[src/rtl/mxv_cmd_parser.sv]
// mxv_cmd_parser: receive-side command frame parser for the MxV engine.
// Frame format: 0xFE, LEN, CMD, payload (LEN-1 bytes), 0xEF.
// Commands: 0x01 SET_LEN, 0x03 START_OP, 0x04 LOAD.
// Optional inter-byte timeout enabled by defining MXV_PARSER_TIMEOUT_EN.
module mxv_cmd_parser #(
  parameter int MAX_N = 8
`ifdef MXV_PARSER_TIMEOUT_EN
  , parameter int TIMEOUT_CYC = 100000
`endif
) (
  input  logic       clk,
  input  logic       reset,
  input  logic       rx_valid,
  input  logic [7:0] rx_data,
  input  logic       busy,
  output logic [7:0] matrix_length,
  output logic [7:0] load_data,
  output logic       load_valid,
  output logic       start_load,
  output logic       end_load,
  output logic       op_start,
  output logic       frame_err,
  output logic       cmd_ok
);

  localparam logic [7:0] SOF         = 8'hFE;
  localparam logic [7:0] EOF         = 8'hEF;
  localparam logic [7:0] CMD_SET_LEN = 8'h01;
  localparam logic [7:0] CMD_START   = 8'h03;
  localparam logic [7:0] CMD_LOAD    = 8'h04;
  localparam logic [7:0] MAX_N_B     = 8'(MAX_N);

  typedef enum logic [2:0] {IDLE, GET_LEN, GET_CMD, GET_PAY, WAIT_EF} state_t;

  state_t     state_q, state_d;
  logic [7:0] len_q, len_d;
  logic [7:0] cmd_q, cmd_d;
  logic [7:0] rem_q, rem_d;
  logic [7:0] cand_q, cand_d;
  logic       rej_q, rej_d;
  logic [7:0] ml_q, ml_d;
  logic [7:0] ld_q, ld_d;
  logic       lv_q, lv_d;
  logic       sl_q, sl_d;
  logic       el_q, el_d;
  logic       os_q, os_d;
  logic       err_q, err_d;
  logic       ok_q, ok_d;

`ifdef MXV_PARSER_TIMEOUT_EN
  localparam int TW = (TIMEOUT_CYC > 2) ? $clog2(TIMEOUT_CYC) : 1;
  localparam logic [TW-1:0] TO_LAST = TW'(TIMEOUT_CYC - 1);
  logic [TW-1:0] to_q, to_d;
`endif

  // State, frame context and registered strobes
  always_ff @(posedge clk) begin
    if (reset) begin
      state_q <= IDLE;
      len_q   <= '0;
      cmd_q   <= '0;
      rem_q   <= '0;
      cand_q  <= '0;
      rej_q   <= 1'b0;
      ml_q    <= 8'd4;
      ld_q    <= '0;
      lv_q    <= 1'b0;
      sl_q    <= 1'b0;
      el_q    <= 1'b0;
      os_q    <= 1'b0;
      err_q   <= 1'b0;
      ok_q    <= 1'b0;
`ifdef MXV_PARSER_TIMEOUT_EN
      to_q    <= '0;
`endif
    end else begin
      state_q <= state_d;
      len_q   <= len_d;
      cmd_q   <= cmd_d;
      rem_q   <= rem_d;
      cand_q  <= cand_d;
      rej_q   <= rej_d;
      ml_q    <= ml_d;
      ld_q    <= ld_d;
      lv_q    <= lv_d;
      sl_q    <= sl_d;
      el_q    <= el_d;
      os_q    <= os_d;
      err_q   <= err_d;
      ok_q    <= ok_d;
`ifdef MXV_PARSER_TIMEOUT_EN
      to_q    <= to_d;
`endif
    end
  end

  // Next-state, frame bookkeeping and strobe generation per received byte
  always_comb begin
    state_d = state_q;
    len_d   = len_q;
    cmd_d   = cmd_q;
    rem_d   = rem_q;
    cand_d  = cand_q;
    rej_d   = rej_q;
    ml_d    = ml_q;
    ld_d    = ld_q;
    lv_d    = 1'b0;
    sl_d    = 1'b0;
    el_d    = 1'b0;
    os_d    = 1'b0;
    err_d   = 1'b0;
    ok_d    = 1'b0;
`ifdef MXV_PARSER_TIMEOUT_EN
    to_d    = '0;
`endif

    if (rx_valid) begin
      unique case (state_q)
        IDLE: begin
          // Anything other than SOF is dropped; this is the resync path.
          if (rx_data == SOF) state_d = GET_LEN;
        end
        GET_LEN: begin
          len_d = rx_data;
          if (rx_data == 8'd0) begin
            err_d   = 1'b1;
            state_d = IDLE;
          end else begin
            state_d = GET_CMD;
          end
        end
        GET_CMD: begin
          cmd_d  = rx_data;
          rem_d  = len_q - 8'd1;
          rej_d  = busy;
          cand_d = '0;
          if (rx_data == CMD_LOAD && !busy) sl_d = 1'b1;
          state_d = (len_q == 8'd1) ? WAIT_EF : GET_PAY;
        end
        GET_PAY: begin
          // Payload bytes are data even when they look like delimiters.
          rem_d = rem_q - 8'd1;
          if (cmd_q == CMD_LOAD && !rej_q) begin
            ld_d = rx_data;
            lv_d = 1'b1;
          end
          // Only the first payload byte is the length candidate.
          if (cmd_q == CMD_SET_LEN && rem_q == len_q - 8'd1) cand_d = rx_data;
          if (rem_q == 8'd1) state_d = WAIT_EF;
        end
        WAIT_EF: begin
          state_d = IDLE;
          if (rx_data != EOF || rej_q) begin
            err_d = 1'b1;
          end else begin
            unique case (cmd_q)
              CMD_SET_LEN: begin
                if (len_q == 8'd2 && cand_q >= 8'd1 && cand_q <= MAX_N_B) begin
                  ml_d = cand_q;
                  ok_d = 1'b1;
                end else begin
                  err_d = 1'b1;
                end
              end
              CMD_START: begin
                if (len_q == 8'd1) begin
                  os_d = 1'b1;
                  ok_d = 1'b1;
                end else begin
                  err_d = 1'b1;
                end
              end
              CMD_LOAD: begin
                el_d = 1'b1;
                ok_d = 1'b1;
              end
              default: err_d = 1'b1;
            endcase
          end
        end
        default: state_d = IDLE;
      endcase
    end
`ifdef MXV_PARSER_TIMEOUT_EN
    else if (state_q != IDLE) begin
      // Stalled mid-frame: abandon after TIMEOUT_CYC quiet cycles.
      if (to_q == TO_LAST) begin
        err_d   = 1'b1;
        state_d = IDLE;
      end else begin
        to_d = to_q + 1'b1;
      end
    end
`endif
  end

  assign matrix_length = ml_q;
  assign load_data     = ld_q;
  assign load_valid    = lv_q;
  assign start_load    = sl_q;
  assign end_load      = el_q;
  assign op_start      = os_q;
  assign frame_err     = err_q;
  assign cmd_ok        = ok_q;

endmodule

[config.mk]
export PLATFORM = sky130hd
export DESIGN_NAME = mxv_cmd_parser
export DESIGN_NICKNAME = d
export VERILOG_FILES = /design/src/rtl/mxv_cmd_parser.sv
export SDC_FILE = /design/constraint.sdc
export NUM_CORES = 1
export LEC_CHECK = 0
export ABC_AREA = 1
export BUFFER_PORTS_ARGS = -buffer_cell sky130_fd_sc_hd__clkbuf_2
export CAP_MARGIN = 20
export CORE_UTILIZATION = 35
export DETAILED_ROUTE_END_ITERATION = 16
export PLACE_DENSITY = 0.63
export SLEW_MARGIN = 20
export SYNTH_ARGS = -nofsm -noshare
export SYNTH_HDL_FRONTEND = slang
export SYNTH_SLANG_ARGS = --single-unit
[constraint.sdc]
create_clock -name clk -period 1.7 [get_ports clk]
set_input_delay 0.17 -clock clk [delete_from_list [all_inputs] [get_ports clk]]
set_output_delay 0.17 -clock clk [all_outputs]
set_load 0.005 [all_outputs]
* Word-level counts from Yosys, hierarchy flattened
Cells that the tools add are included.
** Storage, ports and cells
- Flip-flop bits (word level) :: 58
- Input port bits :: 12
- Word-level logic and storage cells :: 84
** Operators by class
- $add $sub $neg :: 2
- Order comparisons :: 2
- Eq/ne operators :: 17
- Muxes and demuxes :: 20
- Bitwise operators :: 6
- Reduce and logical (&&, ||, !) cells :: 23
** Operators with widths (number)
- $pmux 8 s2 :: 2
- $eq 8x1->1 const B :: 3
- $eq 8x2->1 const B :: 2
- $eq 8x3->1 const B :: 2
- $sub 8x1->8 const B :: 2
- $pmux 3 s4 :: 1
- $mux 1 :: 9
- $mux 3 :: 3
- $reduce_and 3->1 :: 3
- $eq 8x8->1 :: 1
- $eq 8x8->1 const B :: 1
- $ge 8x1->1 const B :: 1
- $le 8x4->1 const B :: 1
- $logic_not 8->1 :: 1
- $mux 8 :: 1
- $ne 8x8->1 const B :: 1
- $eq 3x2->1 const B :: 2
- $ne 2x2->1 const B :: 3
- $not 1->1 :: 6
- $pmux 1 s3 :: 2
- $reduce_and 2->1 :: 3
- $reduce_or 3->1 :: 2
- $logic_and 1x1->1 :: 5
- $reduce_and 5->1 :: 1
- other kinds (11) :: 12

* Logic depth before layout (Yosys ltp)
- Depth in word-level cells :: 7
- Depth in mapped cells :: 14
- Mapped depth without buffers :: 13

* Worst setup path before layout
Ideal clock, no wire load.
- Path kind :: flip-flop to flip-flop
- Start point :: register len_q[0]
- End point :: register cand_q[0]
- Arrival time :: 1666 ps
- Setup slack :: -81 ps
- Cell stages (with the launch flop) :: 14
- Path through :: dfxtp_1 inv_2 ha_1 inv_1 nand2_1 nand3_1 nand2_1 inv_1 nand3_1 nor2_2 nand4_4 buf_6 a21oi_1 nor2_1
** On the way
- Cells in the longest elaborated chain, start to end :: 5
** Ends and longest elaborated chain
- start, declared :: line 36 : logic [7:0] len_q, len_d;
- start signal, assigned :: line 78 : len_q <= len_d;
- $sub 8x1->8 :: line 148 : if (cmd_q == CMD_SET_LEN && rem_q == len_q - 8'd1) cand_d = rx_data;
- $eq 8x8->1 :: line 148
- $logic_and 1x1->1 :: line 148
- $ne 2x2->1 (no source line)
- $reduce_and 3->1 (no source line)
- end signal, assigned :: line 81 : cand_q <= cand_d;
- end, declared :: line 39 : logic [7:0] cand_q, cand_d;
No other way between the ends.
A chain may end at the register's enable or synchronous reset.

* Worst setup path in the final report
- Start point :: register len_q[1]
- End point :: register cand_q[6]
The elaborated chain is that of the path after synthesis.

==> out/results.ini <==
[synth]
synthArstFlopShare=0
synth_edf_count=0
synthesis.nets=427
ys_ff_latch=58
yosysTopAreaCell=dfxtp_1
netlist.area_leader.share=0.398
synth_area_sq_um=2920
syn_area_per_cell_sq_um=7.11
synth-main-ff-cell=dfxtp_1
yosysMostFrequentCell=nand2_1
synth_common_cells=61 x nand2_1, 58 x dfxtp_1, 50 x a21oi_1
synth_cell_types=36
yosysWarningCount=0
yosysSeqAreaShare=0.398
synth_cells=410
synth_area_leaders=dfxtp_1 40%, a21oi_1 8.6%, nand2_1 7.9%

[die]
dieArea_sq_um=8700
boundaryPins=34
initial_core_util=0.370
die_h_microns=93.3
core_area_sq_um=7890
die_w_microns=93.3
row_count=32

[global_routing]
overflow=0
grt_max_degree=40
grt_use_total=0.201
grt_pass1_wl_microns=13400
antenna_found_initial=0
grt_pass1_vias=2684

[drt]
ant_nets=0
via_count=2971
drt_first_pass_iters=4
route.detailed.drc=0
drt_iter0_drc=193
via_per_inst=5.09
routed_wirelength_microns=8140
wl_per_cell_microns=13.9

[place]
place.port_buffers=33
place.gp.congestion=0.997
dp.cells=564
dp_hpwl_microns=5630

[clock_tree]
clk_latency_ns=0.34
tritoncts=yes
clockRootBuffer=clkbuf_8
clockBufferDepth=2
clk_pin_slew_ns=0.07
htree_levels=3
cts.sinks=58
cts_buffers=9

[status]
violations=setup timing
status=finished with violations

[layout]
num-fill-cells=754
register_area_sq_um=1170
multi_input_area_sq_um=1670
antenna_cells=0
drive_above_1_share=0.313
syn_to_final_growth_pct=33.8
finalNonFillerCells=584
fin_nets=494

[sta]
setup_slack_ns=-0.0403
timing.setup.tns_ns=-0.103
finClkSkew_ns=0.00728
max_freq_mhz=575
setup_viol_count_final=7
relSlewSlack=0.784
drv_slew=0
tightestPinTransition_ns=0.322
timing.final.crit_share=1.02
period_needed_ns=1.74
hold_viol=0
grt_setup_unrepaired=true

[hold_path]
hp-class=in2reg

[critical_path]
cp-start-kind=register
crit_type=reg2reg
cpLargestDelayFamily=simple AND/OR/NAND/NOR gates
cp-end-kind=register
cp.arrival_ns=2.02
crit_buf_inv=2
cpMaxStageDelayCell=dfxtp_4
critPathRequiredTime_ns=1.98
path_cells=inv_4, ha_4, xnor2_1, nor2_1, nand3_2, nor2_4, buf_6, nand4_4, nand3_2, nand2_1, nor2_1
cpPeakStageDelay_ns=0.39
path_max_fanout=8

[power_and_ir_drop]
peakVddDrop_mv=0.635
p_leak_nw=1.78
powerDensity_nw_per_um2=1310

[run]
cap_viol_max_count=0

## placed cells by master, fill, tap and decap left out, drive strengths merged, types with 5 or more instances in the layout
master and n:
nor2 52, nand2 63, inv 55, o21ai 36
nor3 10, buf 34, nor4 5, dfxtp 58
clkbuf 45, ha 5, nand3 33, nand4 12
a21oi 51
## per-stage QoR
stage               total power, mW  worst slack (ns)  hold slack, ns  utilization  instance area [sq um]
global route                   5.46            -0.133           0.108        0.494                   3900
global placement               3.30          -0.00922           0.362        0.432                   3410
floorplan                      2.84            0.0117           0.247            -                   2920
finish                         5.12           -0.0403           0.117        0.494                   3900
detailed placement             3.32            -0.117           0.361        0.432                   3410
CTS                            4.93          -0.00841          0.0820        0.476                   3750
## worst paths after layout
check	from	cells past startpoint	end	slack [ns]
setup / recovery	len_q[1]	11	cand_q[6]	-0.04
hold reg to reg	matrix_length[2]	2	matrix_length[2]	0.48
setup reg to reg	len_q[1]	11	cand_q[6]	-0.04
hold / removal	rx_valid	3	frame_err	0.12
## flip-flops by register name, summed over array words and instances, names as in the netlist
name,count
rem_q,8
start_load,1
load_data,8
cmd_q,8
end_load,1
matrix_length,8
len_q,8
state_q,3
frame_err,1
load_valid,1
cand_q,8
cmd_ok,1
rej_q,1
op_start,1
## what timing repair did
item / 4_1_cts / 5_1_grt
gates resized for setup: 25 / 41
pin swaps: 7 / 18
endpoints found under the setup margin: 8 / 31
buffers inserted: 2 / 0
gates cloned: 1 / 0
hold buffers: 1 / 0
hold endpoints to repair: 1 / 0
## worst register-to-register path: cells and delay by family, from the launching register on
| family | cells | cell delay [ns] |
|---|---|---|
| AND/OR/NAND/NOR | 7 | 0.77 |
| buffers and inverters | 2 | 0.17 |
| adder cells (fa/ha/maj) | 1 | 0.23 |
| XOR/XNOR | 1 | 0.12 |
| flip-flops | 1 | 0.39 |
## report_power, final
group / total (mW) / internal, mW / switching (mW)
clock network: 1.44 / 0.867 / 0.573
registers: 1.70 / 1.53 / 0.166
logic: 1.98 / 0.778 / 1.20
total: 5.12 / 3.18 / 1.94
## area by class of cell
type	instances	share of cell area
Sequential cell	58	0.301
Clock buffer	12	0.0372
Timing Repair Buffer	68	0.124
Multi-Input combinational cell	284	0.429
Tap cell	102	0.0327
Clock inverter	4	0.0192
Inverter	56	0.0565
## cells by family after synthesis
group,share of synthesized area
buffers and inverters,0.0983
flip-flops,0.398
AND/OR/NAND/NOR,0.293
AO/OA/AOI/OAI,0.172
XOR/XNOR,0.0167
adder cells (fa/ha/maj),0.0215
## metal layers
| layer | track usage | up-vias | wire [microns] |
|---|---|---|---|
| met4 | 0.0577 | 0 | 123 |
| li1 | - | 1508 | - |
| met1 | 0.269 | 1384 | 3790 |
| met2 | 0.318 | 70 | 3840 |
| met5 | 0 | - | 0 |
| met3 | 0.0496 | 9 | 387 |
Note: power is estimated with default switching activity, not from simulation.
